## src/rtl/mv_pkg.sv

```systemverilog
// rtl/mv_pkg.sv - shared types and helpers for the matrix-vector sequencer
package mv_pkg;

    typedef enum logic [2:0] {
        S_IDLE,
        S_RUN,
        S_DRAIN,
        S_WRITE,
        S_DONE
    } state_e;

    localparam int DRAIN_W = 3;

    function automatic int clog2_min1(input int x);
        return (x <= 2) ? 1 : $clog2(x);
    endfunction

endpackage

```

## src/rtl/mv_wrap_cnt.sv

```systemverilog
// rtl/mv_wrap_cnt.sv - modulo-MAX counter with clear, enable and terminal flag
module mv_wrap_cnt #(
    parameter int MAX = 4,
    parameter int W   = 2
) (
    input  logic         clk,
    input  logic         rst,
    input  logic         clr_i,
    input  logic         en_i,
    output logic [W-1:0] cnt_o,
    output logic         at_max_o
);

    generate
        if (MAX <= 1) begin : g_const
            // A single-value counter never moves, so it is always at its terminal count.
            logic inputs_unused;
            assign inputs_unused = clk ^ rst ^ clr_i ^ en_i;
            assign cnt_o         = '0;
            assign at_max_o      = 1'b1;
        end else begin : g_cnt
            logic [W-1:0] cnt_q;
            logic [W-1:0] cnt_d;

            assign at_max_o = (cnt_q == W'(MAX - 1));
            assign cnt_o    = cnt_q;

            always_comb begin
                cnt_d = cnt_q;
                if (clr_i) begin
                    cnt_d = '0;
                end else if (en_i) begin
                    cnt_d = at_max_o ? '0 : cnt_q + W'(1);
                end
            end

            always_ff @(posedge clk or negedge rst) begin
                if (!rst) begin
                    cnt_q <= '0;
                end else begin
                    cnt_q <= cnt_d;
                end
            end
        end
    endgenerate

endmodule

```

## src/rtl/mv_sched.sv

```systemverilog
// rtl/mv_sched.sv - row-by-row dot-product sequencer for the shared MAC datapath
module mv_sched
    import mv_pkg::*;
#(
    parameter int N       = 4,
    parameter int M       = 4,
    parameter int MAC_LAT = 1,
    localparam int AW_M   = clog2_min1(M * N),
    localparam int AW_V   = clog2_min1(N),
    localparam int AW_R   = clog2_min1(M)
) (
    input  logic            clk,
    input  logic            rst,
    input  logic            start,
    input  logic            abort,
    output logic            busy,
    output logic            done,
    output logic            rd_en,
    output logic [AW_M-1:0] mat_rd_addr,
    output logic [AW_V-1:0] vec_rd_addr,
    output logic            init,
    output logic            mem_wr_en,
    output logic [AW_R-1:0] wr_addr
);

    state_e state_q;
    state_e state_d;

    logic [AW_M-1:0] mat_addr_q;
    logic [AW_M-1:0] mat_addr_d;
    logic [AW_V-1:0] col_cnt;
    logic [AW_R-1:0] row_cnt;
    logic            col_at_max;
    logic            row_at_max;
    logic            drain_at_max;
    logic            to_idle;

    always_comb begin
        state_d = state_q;
        case (state_q)
            S_IDLE:  if (start) state_d = S_RUN;
            S_RUN:   if (col_at_max) state_d = (MAC_LAT > 0) ? S_DRAIN : S_WRITE;
            S_DRAIN: if (drain_at_max) state_d = S_WRITE;
            S_WRITE: state_d = row_at_max ? S_DONE : S_RUN;
            S_DONE:  state_d = S_IDLE;
            default: state_d = S_IDLE;
        endcase
        // Abort outranks every other transition; it is a no-op when already idle.
        if (abort && (state_q != S_IDLE)) begin
            state_d = S_IDLE;
        end
    end

    assign to_idle = (state_q != S_IDLE) && (state_d == S_IDLE);

    always_comb begin
        mat_addr_d = mat_addr_q;
        if (to_idle) begin
            mat_addr_d = '0;
        end else if (state_q == S_RUN) begin
            mat_addr_d = mat_addr_q + AW_M'(1);
        end
    end

    always_ff @(posedge clk or negedge rst) begin
        if (!rst) begin
            state_q    <= S_IDLE;
            mat_addr_q <= '0;
        end else begin
            state_q    <= state_d;
            mat_addr_q <= mat_addr_d;
        end
    end

    mv_wrap_cnt #(.MAX(N), .W(AW_V)) u_col (
        .clk      (clk),
        .rst      (rst),
        .clr_i    (to_idle),
        .en_i     (state_q == S_RUN),
        .cnt_o    (col_cnt),
        .at_max_o (col_at_max)
    );

    mv_wrap_cnt #(.MAX(M), .W(AW_R)) u_row (
        .clk      (clk),
        .rst      (rst),
        .clr_i    (to_idle),
        .en_i     (state_q == S_WRITE),
        .cnt_o    (row_cnt),
        .at_max_o (row_at_max)
    );

    generate
        if (MAC_LAT > 0) begin : g_drain
            logic [DRAIN_W-1:0] drain_cnt_unused;
            mv_wrap_cnt #(.MAX(MAC_LAT), .W(DRAIN_W)) u_drain (
                .clk      (clk),
                .rst      (rst),
                .clr_i    (to_idle),
                .en_i     (state_q == S_DRAIN),
                .cnt_o    (drain_cnt_unused),
                .at_max_o (drain_at_max)
            );
        end else begin : g_no_drain
            assign drain_at_max = 1'b1;
        end
    endgenerate

    // All outputs decode registered state only, so start/abort never reach them combinationally.
    assign busy        = (state_q == S_RUN) || (state_q == S_DRAIN) || (state_q == S_WRITE);
    assign done        = (state_q == S_DONE);
    assign rd_en       = (state_q == S_RUN);
    assign init        = (state_q == S_RUN) && (col_cnt == '0);
    assign mem_wr_en   = (state_q == S_WRITE);
    assign mat_rd_addr = mat_addr_q;
    assign vec_rd_addr = col_cnt;
    assign wr_addr     = row_cnt;

endmodule

```

## config.mk

```make
export PLATFORM = sky130hd
export DESIGN_NAME = mv_sched
export DESIGN_NICKNAME = d
export VERILOG_FILES = /design/src/rtl/mv_pkg.sv /design/src/rtl/mv_wrap_cnt.sv /design/src/rtl/mv_sched.sv
export SDC_FILE = /design/constraint.sdc
export NUM_CORES = 1
export LEC_CHECK = 0
export ABC_AREA = 0
export BUFFER_PORTS_ARGS = -buffer_cell sky130_fd_sc_hd__buf_2
export CORE_UTILIZATION = 49
export CTS_CLUSTER_DIAMETER = 40
export DETAILED_ROUTE_END_ITERATION = 16
export HOLD_SLACK_MARGIN = 0.06
export PLACE_DENSITY = 0.73
export SYNTH_ARGS = -nofsm -noshare
export SYNTH_HDL_FRONTEND = slang
export SYNTH_SLANG_ARGS = --single-unit
```

## constraint.sdc

```tcl
create_clock -name clk -period 2.9 [get_ports clk]
set_input_delay 0.58 -clock clk [delete_from_list [all_inputs] [get_ports clk]]
set_output_delay 0.58 -clock clk [all_outputs]
set_load 0.1 [all_outputs]
```

==> metrics.yaml, run 1 <==
status: "complete, no violations"
cts_tree: "built"
gp_congestion: 0.827
ys_seq_elements: 11
worst_slew_pin_slew_ps: 692
cp_cell_sequence: "inv_1 > nor3_4 > and2_2 > buf_2"
seq_area_um2: 275
final_area_um2: 793
cts_setup_buffers: 0
synthFlopType: "dfrtp_1"
post_drt_wl_per_cell_um: 12.4
clkSlewWorstSetupHoldPaths_ps: 70
timing.final.hold_violations: 0
synth_nets: 85
synth_edf_count: 0
fin_crit_ps: 2430
max-cap-violations: 0
grt_overflow_total: 0
ys_types: 27
fin_tns_setup_ps: 0
drcViolationCount: 0
die_area_um2: 1550
setup_violations: 0
max_freq_mhz: 411
dr.first_iter.drc_count: 4
critPathCaptureType: "output pin"
cts-root-buf: "clkbuf_4"
vias_per_cell: 5.73
fin_crit_sh_pct: 83.8
fp.dieW_um: 39.3
slew_headroom_pct: 53.8
multiInputGateArea_um2: 374
initial_core_util_pct: 52.5
grt_max_degree: 25
cts.sinks: 11
place_hpwl_um: 927
rsz0062_at_grt: "no"
netlist_instances: 77
cp.arrival_ps: 1850
ys_warn_count: 0
place_area_um2: 767
core_area_um2: 1300
track_usage_pct: 20.8
port_buffers: 16
slew_viol_final: 0
crit_type: "reg -> out"
vias: 613
slowest_stage: "dfrtp_1"
synth-async-reset-ratio_pct: 100
antenna_cells: 0
critPathMaxFanout: 12
seq_area_frac_synth_pct: 40.3
syn-cell-area_um2: 683
cts_buffer_depth: 2
hp-class: "in -> async"
critPathTopFamily: "buffers and inverters"
insertion_delay_ps: 270
syn_to_final_growth_pct: 16.1
grt_pass1_wl_mm: 2.08
r2r_setup_slack_ps: 1360
final_layout_size_suffix_gt1_share_pct: 23.9
ctsHoldBuffers: 0
wirelength_mm: 1.33
rows: 13
drt_first_pass_iters: 4
slowest_delay_ps: 570
nets: 101
fin_worst_skew_ps: 8.71
required_ps: 2320
fillers: 125
cts.repair.resized: 0
grt_pass1_vias: 494
cts-buffers-inserted: 3
h-tree-depth: 1
worstSetupStartpointType: "flip-flop"
antenna_found_initial: 0
antenna_left: 0
syn_avg_cell_area_um2: 8.87
die_y_um: 39.3
boundaryPins: 17
cp_num_buf_inv: 2
[metal layers]
metal	vias to the layer above	part of all wire, %	wire, um	track usage (%)
met4	0	0.60	8	5.17
li1	317	-	-	-
met5	-	0	0	0
met3	2	5.4	72	8.52
met2	13	49	649	35.0
met1	281	45	600	24.2
[cells in the final DEF, fill, tap and decap left out, types with 3 or more instances in the layout]
master / netlist / routed
a21oi_1: 7 / 7
a221oi_1: 4 / 4
a31oi_1: 4 / 4
buf_2: 1 / 16
clkbuf_4: 0 / 3
dfrtp_1: 11 / 11
ha_1: 4 / 4
inv_1: 4 / 4
nand2_1: 7 / 7
nand3_1: 3 / 3
nor2_1: 4 / 4
nor3b_1: 3 / 3
[synth_stat cells, types with 2 or more instances]
cell type	n	area share [%]
nand3_1	3	2.2
nand2b_1	2	1.8
a211oi_1	2	2.2
a221oi_1	4	5.1
nor2_1	4	2.2
o21ai_0	2	1.5
clkbuf_1	3	1.6
a21oi_1	7	5.1
and2_1	2	1.8
nor3b_1	3	3.3
inv_1	4	2.2
ha_1	4	7.3
a31oi_1	4	3.7
nand4_1	2	1.8
nor3_1	2	1.5
dfrtp_1	11	40
or3_1	2	1.8
nand2_1	7	3.8
[worst reg2reg max path: stages, from the launching register on]
cell and delay (ps):
dfrtp_1 790, nand3b_1 180, or3_1 340, a21oi_1 150
[through the flow]
| stage | worst slack (ps) | std cells | hold WS [ps] | util [%] |
|---|---|---|---|---|
| 2_1_floorplan | 168 | 77 | 284 | - |
| 3_3_place_gp | 792 | 103 | 459 | 58.9 |
| 3_5_place_dp | 752 | 103 | 460 | 58.9 |
| 4_1_cts | 467 | 107 | 171 | 61.0 |
| 5_1_grt | 383 | 107 | 174 | 61.0 |
| 6_report | 469 | 107 | 163 | 61.0 |
[path summary, 6_finish.rpt]
path                           startpoint  depth (start not counted)              to
max reg2reg                    state_q[1]                          3  u_row.cnt_o[0]
max                            state_q[0]                          4            init
min in group clk           u_row.cnt_o[1]                          2  u_row.cnt_o[1]
min                                   rst                          1  mat_rd_addr[3]
max in group asynchronous             rst                          1  u_col.cnt_o[1]
min reg2reg                u_row.cnt_o[1]                          2  u_row.cnt_o[1]
[flip-flops by register name, indices dropped and copies added (netlist names)]
name / count
u_col.cnt_o: 2
state_q: 3
u_row.cnt_o: 2
mat_rd_addr: 4
[cells by family (layout without fill, tap and decap cells)]
group | count (synthesis) | count (layout) | share of synthesized area (%)
compound gates | 20 | 20 | 18.7
fa+ha+maj | 4 | 4 | 7.33
buf+inv | 10 | 25 | 6.77
flops | 11 | 11 | 40.3
simple gates | 32 | 32 | 26.9
[cell type report]
class,instances,area share (%)
Clock buffer,4,3.31
Inverter,5,2.37
Multi-Input combinational cell,56,47.2
Sequential cell,11,34.7
Tap cell,15,2.37
Timing Repair Buffer,16,10.1
Power of run 1 is not shown: default switching activity piles up to over one toggle a cycle in this logic, so the estimate is an artifact.
==> run 2, diff against run 1 <==
--- a/config.mk
+++ b/config.mk
@@ -7,11 +7,11 @@
 export LEC_CHECK = 0
 export ABC_AREA = 0
 export BUFFER_PORTS_ARGS = -buffer_cell sky130_fd_sc_hd__buf_2
-export CORE_UTILIZATION = 49
+export CORE_UTILIZATION = 45
 export CTS_CLUSTER_DIAMETER = 40
 export DETAILED_ROUTE_END_ITERATION = 16
 export HOLD_SLACK_MARGIN = 0.06
-export PLACE_DENSITY = 0.73
+export PLACE_DENSITY = 0.71
 export SYNTH_ARGS = -nofsm -noshare
 export SYNTH_HDL_FRONTEND = slang
 export SYNTH_SLANG_ARGS = --single-unit
==> constraint.sdc (replaced) <==
create_clock -name clk -period 2.1 [get_ports clk]
set_input_delay 0.42 -clock clk [delete_from_list [all_inputs] [get_ports clk]]
set_output_delay 0.42 -clock clk [all_outputs]
set_load 0.1 [all_outputs]
==> run 2 against run 1 <==
- setup slack worse by 280 ps
- critical path depth stayed put
- critical path type unchanged
- register-to-register slack got worse by 770 ps
- first-iteration DRC count grew to 2.8 times the previous value
- highest routed layer unchanged
- core utilization increased by 5.2 points
- cell area rose by 13%
- flip-flop and latch count stayed put
- final cell count increased by 3.7%
- die area grew 8.4%
==> metrics.yaml, run 2 (synthesis gave the netlist of run 1 again) <==
status: "complete, no violations"
cts_setup_buffers: 0  # unchanged
r2r-start: "state_q[1]"
initial_core_util_pct: 50.6  # -1.9 points
h-tree-depth: 1  # unchanged
fillers: 115  # -8.0%
max-cap-violations: 0  # unchanged
die_area_um2: 1680  # +8.4%
clkSlewWorstSetupHoldPaths_ps: 70  # about the same
max_freq_mhz: 524
wirelength_mm: 1.47  # +11%
rows: 13  # unchanged
place_hpwl_mm: 1.03  # +11%
required_ps: 1680  # -640 ps
fin_tns_setup_ps: 0  # unchanged
slew_viol_final: 0  # unchanged
worst_slew_pin_slew_ps: 484  # -208 ps
antenna_found_initial: 0  # unchanged
final_layout_size_suffix_gt1_share_pct: 29.2  # +5.3 points
grt_pass1_vias: 528  # +6.9%
cts-root-buf: "clkbuf_4"
cp.arrival_ps: 1490  # -360 ps
worstSetupStartpointType: "flip-flop"
cp-startpoint: "state_q[1]"
nets: 105  # +4.0%
critPathCaptureType: "output pin"
setup_violations: 0  # unchanged
grt_overflow_total: 0  # unchanged
timing.final.hold_violations: 0  # unchanged
post_drt_wl_per_cell_um: 13.3  # +6.8%
cts.repair.resized: 0  # unchanged
rsz0062_at_grt: "no"
antenna_cells: 0  # unchanged
hp-start: "abort"
syn_to_final_growth_pct: 30.8
track_usage_pct: 22.3  # +1.5 points
insertion_delay_ps: 270  # about the same
boundaryPins: 17  # unchanged
vias_per_cell: 5.69  # -0.62%
cp_cell_sequence: "buf_4 > nand2_1 > nor2_2 > buf_12"
dr.first_iter.drc_count: 11  # +7
fin_crit_sh_pct: 90.8
crit_type: "reg -> out"
grt_max_degree: 15  # -40%
ctsHoldBuffers: 1  # +1
layout_common_cells: "12 x buf_2, 11 x dfrtp_1, 7 x nand2_1, 7 x a21oi_1"
hp-class: "in -> reg"
slowest_delay_ps: 550  # -20 ps
antenna_left: 0  # unchanged
layout_commonest_cell: "buf_2"
cts-buffers-inserted: 3  # unchanged
fin_crit_ps: 1910
slew_headroom_pct: 67.9  # +14 points
slowest_stage: "dfrtp_1"
critPathMaxFanout: 14  # +2
largest_reg_flops: 4  # unchanged
port_buffers: 16  # unchanged
cts_buffer_depth: 2  # unchanged
cts.sinks: 11  # unchanged
core_area_um2: 1350  # +3.7%
drcViolationCount: 0  # unchanged
gp_congestion: 0.796  # -3.7%
fin_worst_skew_ps: 2.12  # -6.60 ps
grt_pass1_wl_mm: 2.37  # +14%
fp.dieW_um: 41.0  # +4.1%
drt_first_pass_iters: 4  # unchanged
die_y_um: 41.0  # +4.1%
vias: 632  # +3.1%
cts_tree: "built"
[run 2: area by class of cell]
type	instances	area (um^2)	area share [%]
multi-input cells	56	380	42.6
flip-flops and latches	11	275	30.8
repair buffers	20	173	19.3
clock buffers	3	22.5	2.52
inverters	5	18.8	2.10
well taps	15	18.8	2.10
clock inverters	1	5.00	0.560
[run 2: path summary, 6_finish.rpt]
check	slack (ps)	cells past startpoint	to
setup reg to reg	590	3	mat_rd_addr[3]
min in group asynchronous	540	2	state_q[0]
hold reg to reg	580	2	u_row.cnt_o[1]
max in group asynchronous	1360	2	mat_rd_addr[3]
hold / removal	420	2	state_q[1]
setup / recovery	190	4	mem_wr_en
[run 2: critical path, delay by kind of cell, from the launching register on]
family | cells | cell delay, ps
buffers and inverters | 2 | 440
DFF | 1 | 550
and+or+nand+nor | 2 | 210
[run 2: metrics by stage]
step / util, % / std cells / hold WS, ps / cell area, um^2 / setup WS [ps]
after detailed placement: 63.4 / 106 / 302 / 856 / 493
after CTS: 66.2 / 111 / 404 / 893 / 180
final: 66.2 / 111 / 415 / 893 / 193
after global placement: 63.4 / 106 / 301 / 856 / 506
after global routing: 66.2 / 111 / 418 / 893 / 101
after floorplan: - / 77 / 124 / 702 / -264
[run 2: per-layer routing]
metal | track usage, % | share of wire [%] | up-vias
li1 | - | - | 320
met5 | 0 | 0 | -
met1 | 27.1 | 48 | 294
met4 | 7.50 | 1.0 | 0
met3 | 9.78 | 4.6 | 2
met2 | 34.8 | 47 | 16
Power of run 2 is left out for the same reason.
==> run 3, diff against run 2 <==
--- a/config.mk
+++ b/config.mk
@@ -5,13 +5,13 @@
 export SDC_FILE = /design/constraint.sdc
 export NUM_CORES = 1
 export LEC_CHECK = 0
-export ABC_AREA = 0
+export ABC_AREA = 1
 export BUFFER_PORTS_ARGS = -buffer_cell sky130_fd_sc_hd__buf_2
-export CORE_UTILIZATION = 45
+export CORE_UTILIZATION = 44
 export CTS_CLUSTER_DIAMETER = 40
 export DETAILED_ROUTE_END_ITERATION = 16
 export HOLD_SLACK_MARGIN = 0.06
-export PLACE_DENSITY = 0.71
+export PLACE_DENSITY = 0.7
 export SYNTH_ARGS = -nofsm -noshare
 export SYNTH_HDL_FRONTEND = slang
 export SYNTH_SLANG_ARGS = --single-unit
==> run 3 against run 2 <==
- die area decreased by 3.9%
- non-clock buffer count decreased by 2
- via count decreased by 7.1%
- clock skew increased by 1.9 ps
- final cell count increased by 9.0%
- cell area decreased by 8.8%
- area after synthesis decreased by 6.2%
- wire length decreased by 12%
- flip-flop and latch count unchanged
- sequential share of layout area increased by 3.0 points
- largest cell class unchanged
==> metrics.yaml, run 3 <==
max-cap-violations: 0  # unchanged
timing.final.hold_violations: 0  # unchanged
wirelength_mm: 1.30  # -12%
crit_type: "reg -> out"
fin_crit_sh_pct: 92.6  # +1.7 points
port_buffers: 16  # unchanged
slew_headroom_pct: 67.5  # -0.45 points
cts_buffer_depth: 2  # unchanged
cp_cell_sequence: "inv_2 > nand3_1 > inv_1 > buf_2"
nets: 115  # +9.5%
drcViolationCount: 0  # unchanged
ys_types: 17  # -37%
h-tree-depth: 1  # unchanged
dp_cells: 116  # +9.4%
cts-buffers-inserted: 3  # unchanged
clkSlewWorstSetupHoldPaths_ps: 70  # about the same
layout.cells.non_filler: 121  # +9.0%
vias_per_cell: 4.85  # -15%
drt_first_pass_iters: 4  # unchanged
max_freq_mhz: 514  # -1.9%
yosys-top-cells-area: "dfrtp_1 43%, nand2_1 15%, inv_1 8.2%"
cp.arrival_ps: 1520  # +30 ps
ys_warn_count: 0  # unchanged
setup_violations: 0  # unchanged
synth_top_cell_by_area: "dfrtp_1"
synthDominantCellAreaShare_pct: 43.0  # +2.7 points
core_area_um2: 1330  # -1.2%
multiInputGateArea_um2: 310  # -18%
worst_slew_pin_slew_ps: 491  # +6.74 ps
antenna_left: 0  # unchanged
syn_to_final_growth_pct: 27.1
insertion_delay_ps: 270  # about the same
post_drt_wl_per_cell_um: 10.7  # -19%
required_ps: 1680  # about the same
cts_tree: "built"
fin_crit_ps: 1940  # +36.7 ps
antenna_cells: 0  # unchanged
slowest_delay_ps: 440  # -110 ps
boundaryPins: 17  # unchanged
fillers: 130  # +13%
grt_overflow_total: 0  # unchanged
syn-cell-area_um2: 641  # -6.2%
track_usage_pct: 20.3  # -2.0 points
grt_pass1_vias: 499  # -5.5%
ys_seq_elements: 11  # unchanged
critPathMaxFanout: 6  # -8
synth_edf_count: 0  # unchanged
synth_commonest_cells: "25 x nand2_1, 14 x inv_1, 11 x dfrtp_1"
cts-root-buf: "clkbuf_4"
synthFlopType: "dfrtp_1"
hp-class: "in -> reg"
cts.sinks: 11  # unchanged
layout_commonest_cell: "nand2_1"
fin_tns_setup_ps: 0  # unchanged
worstSetupStartpointType: "flip-flop"
antenna_found_initial: 0  # unchanged
slowest_stage: "buf_2"
gp_congestion: 0.758  # -4.9%
netlist_instances: 85  # +10%
initial_core_util_pct: 48.0  # -2.6 points
rsz0062_at_grt: "no"
cts.repair.resized: 0  # unchanged
critPathCaptureType: "output pin"
die_y_um: 40.2  # -2.0%
dr.first_iter.drc_count: 10  # -1
seq_area_um2: 275  # unchanged
seq_area_frac_synth_pct: 43.0  # +2.7 points
synthMostInstantiatedCell: "nand2_1"
place_hpwl_um: 987  # -4.5%
slew_viol_final: 0  # unchanged
whs_ps: 479  # +64.1 ps
layout_common_cells: "25 x nand2_1, 14 x inv_1, 14 x buf_2, 11 x dfrtp_1, 8 x a21oi_1"
fp.dieW_um: 40.2  # -2.0%
final_layout_size_suffix_gt1_share_pct: 26.4  # -2.8 points
synth_nets: 93  # +9.4%
syn_avg_cell_area_um2: 7.54  # -15%
status: "complete, no violations"
fin_worst_skew_ps: 3.97  # +1.86 ps
rows: 13  # unchanged
largest_reg_flops: 4  # unchanged
grt_max_degree: 12  # -3
grt_pass1_wl_mm: 2.10  # -11%
synth-async-reset-ratio_pct: 100  # unchanged
die_area_um2: 1610  # -3.9%
vias: 587  # -7.1%
run 3: changes by cell type after synthesis, moves of 2 or more:
cell	previous run	this run
nor3b_1	3	0
a221oi_1	4	0
nand2_1	7	25
nand2b_1	2	0
a31oi_1	4	0
inv_1	4	14
nand3_1	3	5
clkbuf_1	3	0
or3_1	2	0
a211oi_1	2	0
and2_1	2	0
nor2_1	4	7
run 3: metrics by stage:
stage                     cell area [um^2]  util, %  setup slack [ps]
after CTS                              815     61.1               147
after floorplan                        653        -              58.1
after global placement                 778     58.3               495
after detailed placement               778     58.3               451
final                                  815     61.1               156
after global routing                   815     61.1              53.2
run 3: cell families (layout without fill, tap and decap cells):
group / after synthesis / after routing / share of synthesized area, %
adders and majority gates: 4 / 4 / 7.81
AOI/OAI and AO/OA: 10 / 10 / 8.40
DFF: 11 / 11 / 43.0
buffers and inverters: 16 / 37 / 10.5
and+or+nand+nor: 44 / 44 / 30.3
run 3: final cells by class:
| cell class | instances | area share, % |
|---|---|---|
| clock buffers | 4 | 3.23 |
| multi-input cells | 58 | 38.1 |
| repair buffers | 18 | 15.7 |
| flip-flops and latches | 11 | 33.8 |
| well taps | 15 | 2.30 |
| inverters | 15 | 6.91 |
run 3: final timing paths:
path / start / to / slack (ps) / cells after the start
worst max-delay path: state_q[2] / mem_wr_en / 160 / 4
worst min-delay path: start / state_q[0] / 480 / 5
worst max register to register: state_q[0] / mat_rd_addr[3] / 820 / 6
worst min register to register: mat_rd_addr[3] / mat_rd_addr[3] / 540 / 2
max in group asynchronous: rst / u_row.cnt_o[1] / 1340 / 2
min in group asynchronous: rst / mat_rd_addr[2] / 550 / 2
run 3: metal layers:
metal | GRT usage, % | share of wire (%)
met5 | 0 | 0
met3 | 5.56 | 3.8
met4 | 10.3 | 1.5
met1 | 27.2 | 50
met2 | 29.4 | 45
run 3: repair_timing:
action,in CTS,in global routing
buffers inserted,0,0
hold endpoints to repair,11,0
hold buffers,1,0
run 3: critical path: cells and delay by family (launching register included):
kind | cells | cell delay (ps)
buffers and inverters | 3 | 690
flip-flops | 1 | 420
AND/OR/NAND/NOR | 1 | 140
Power of run 3 is left out for the same reason.
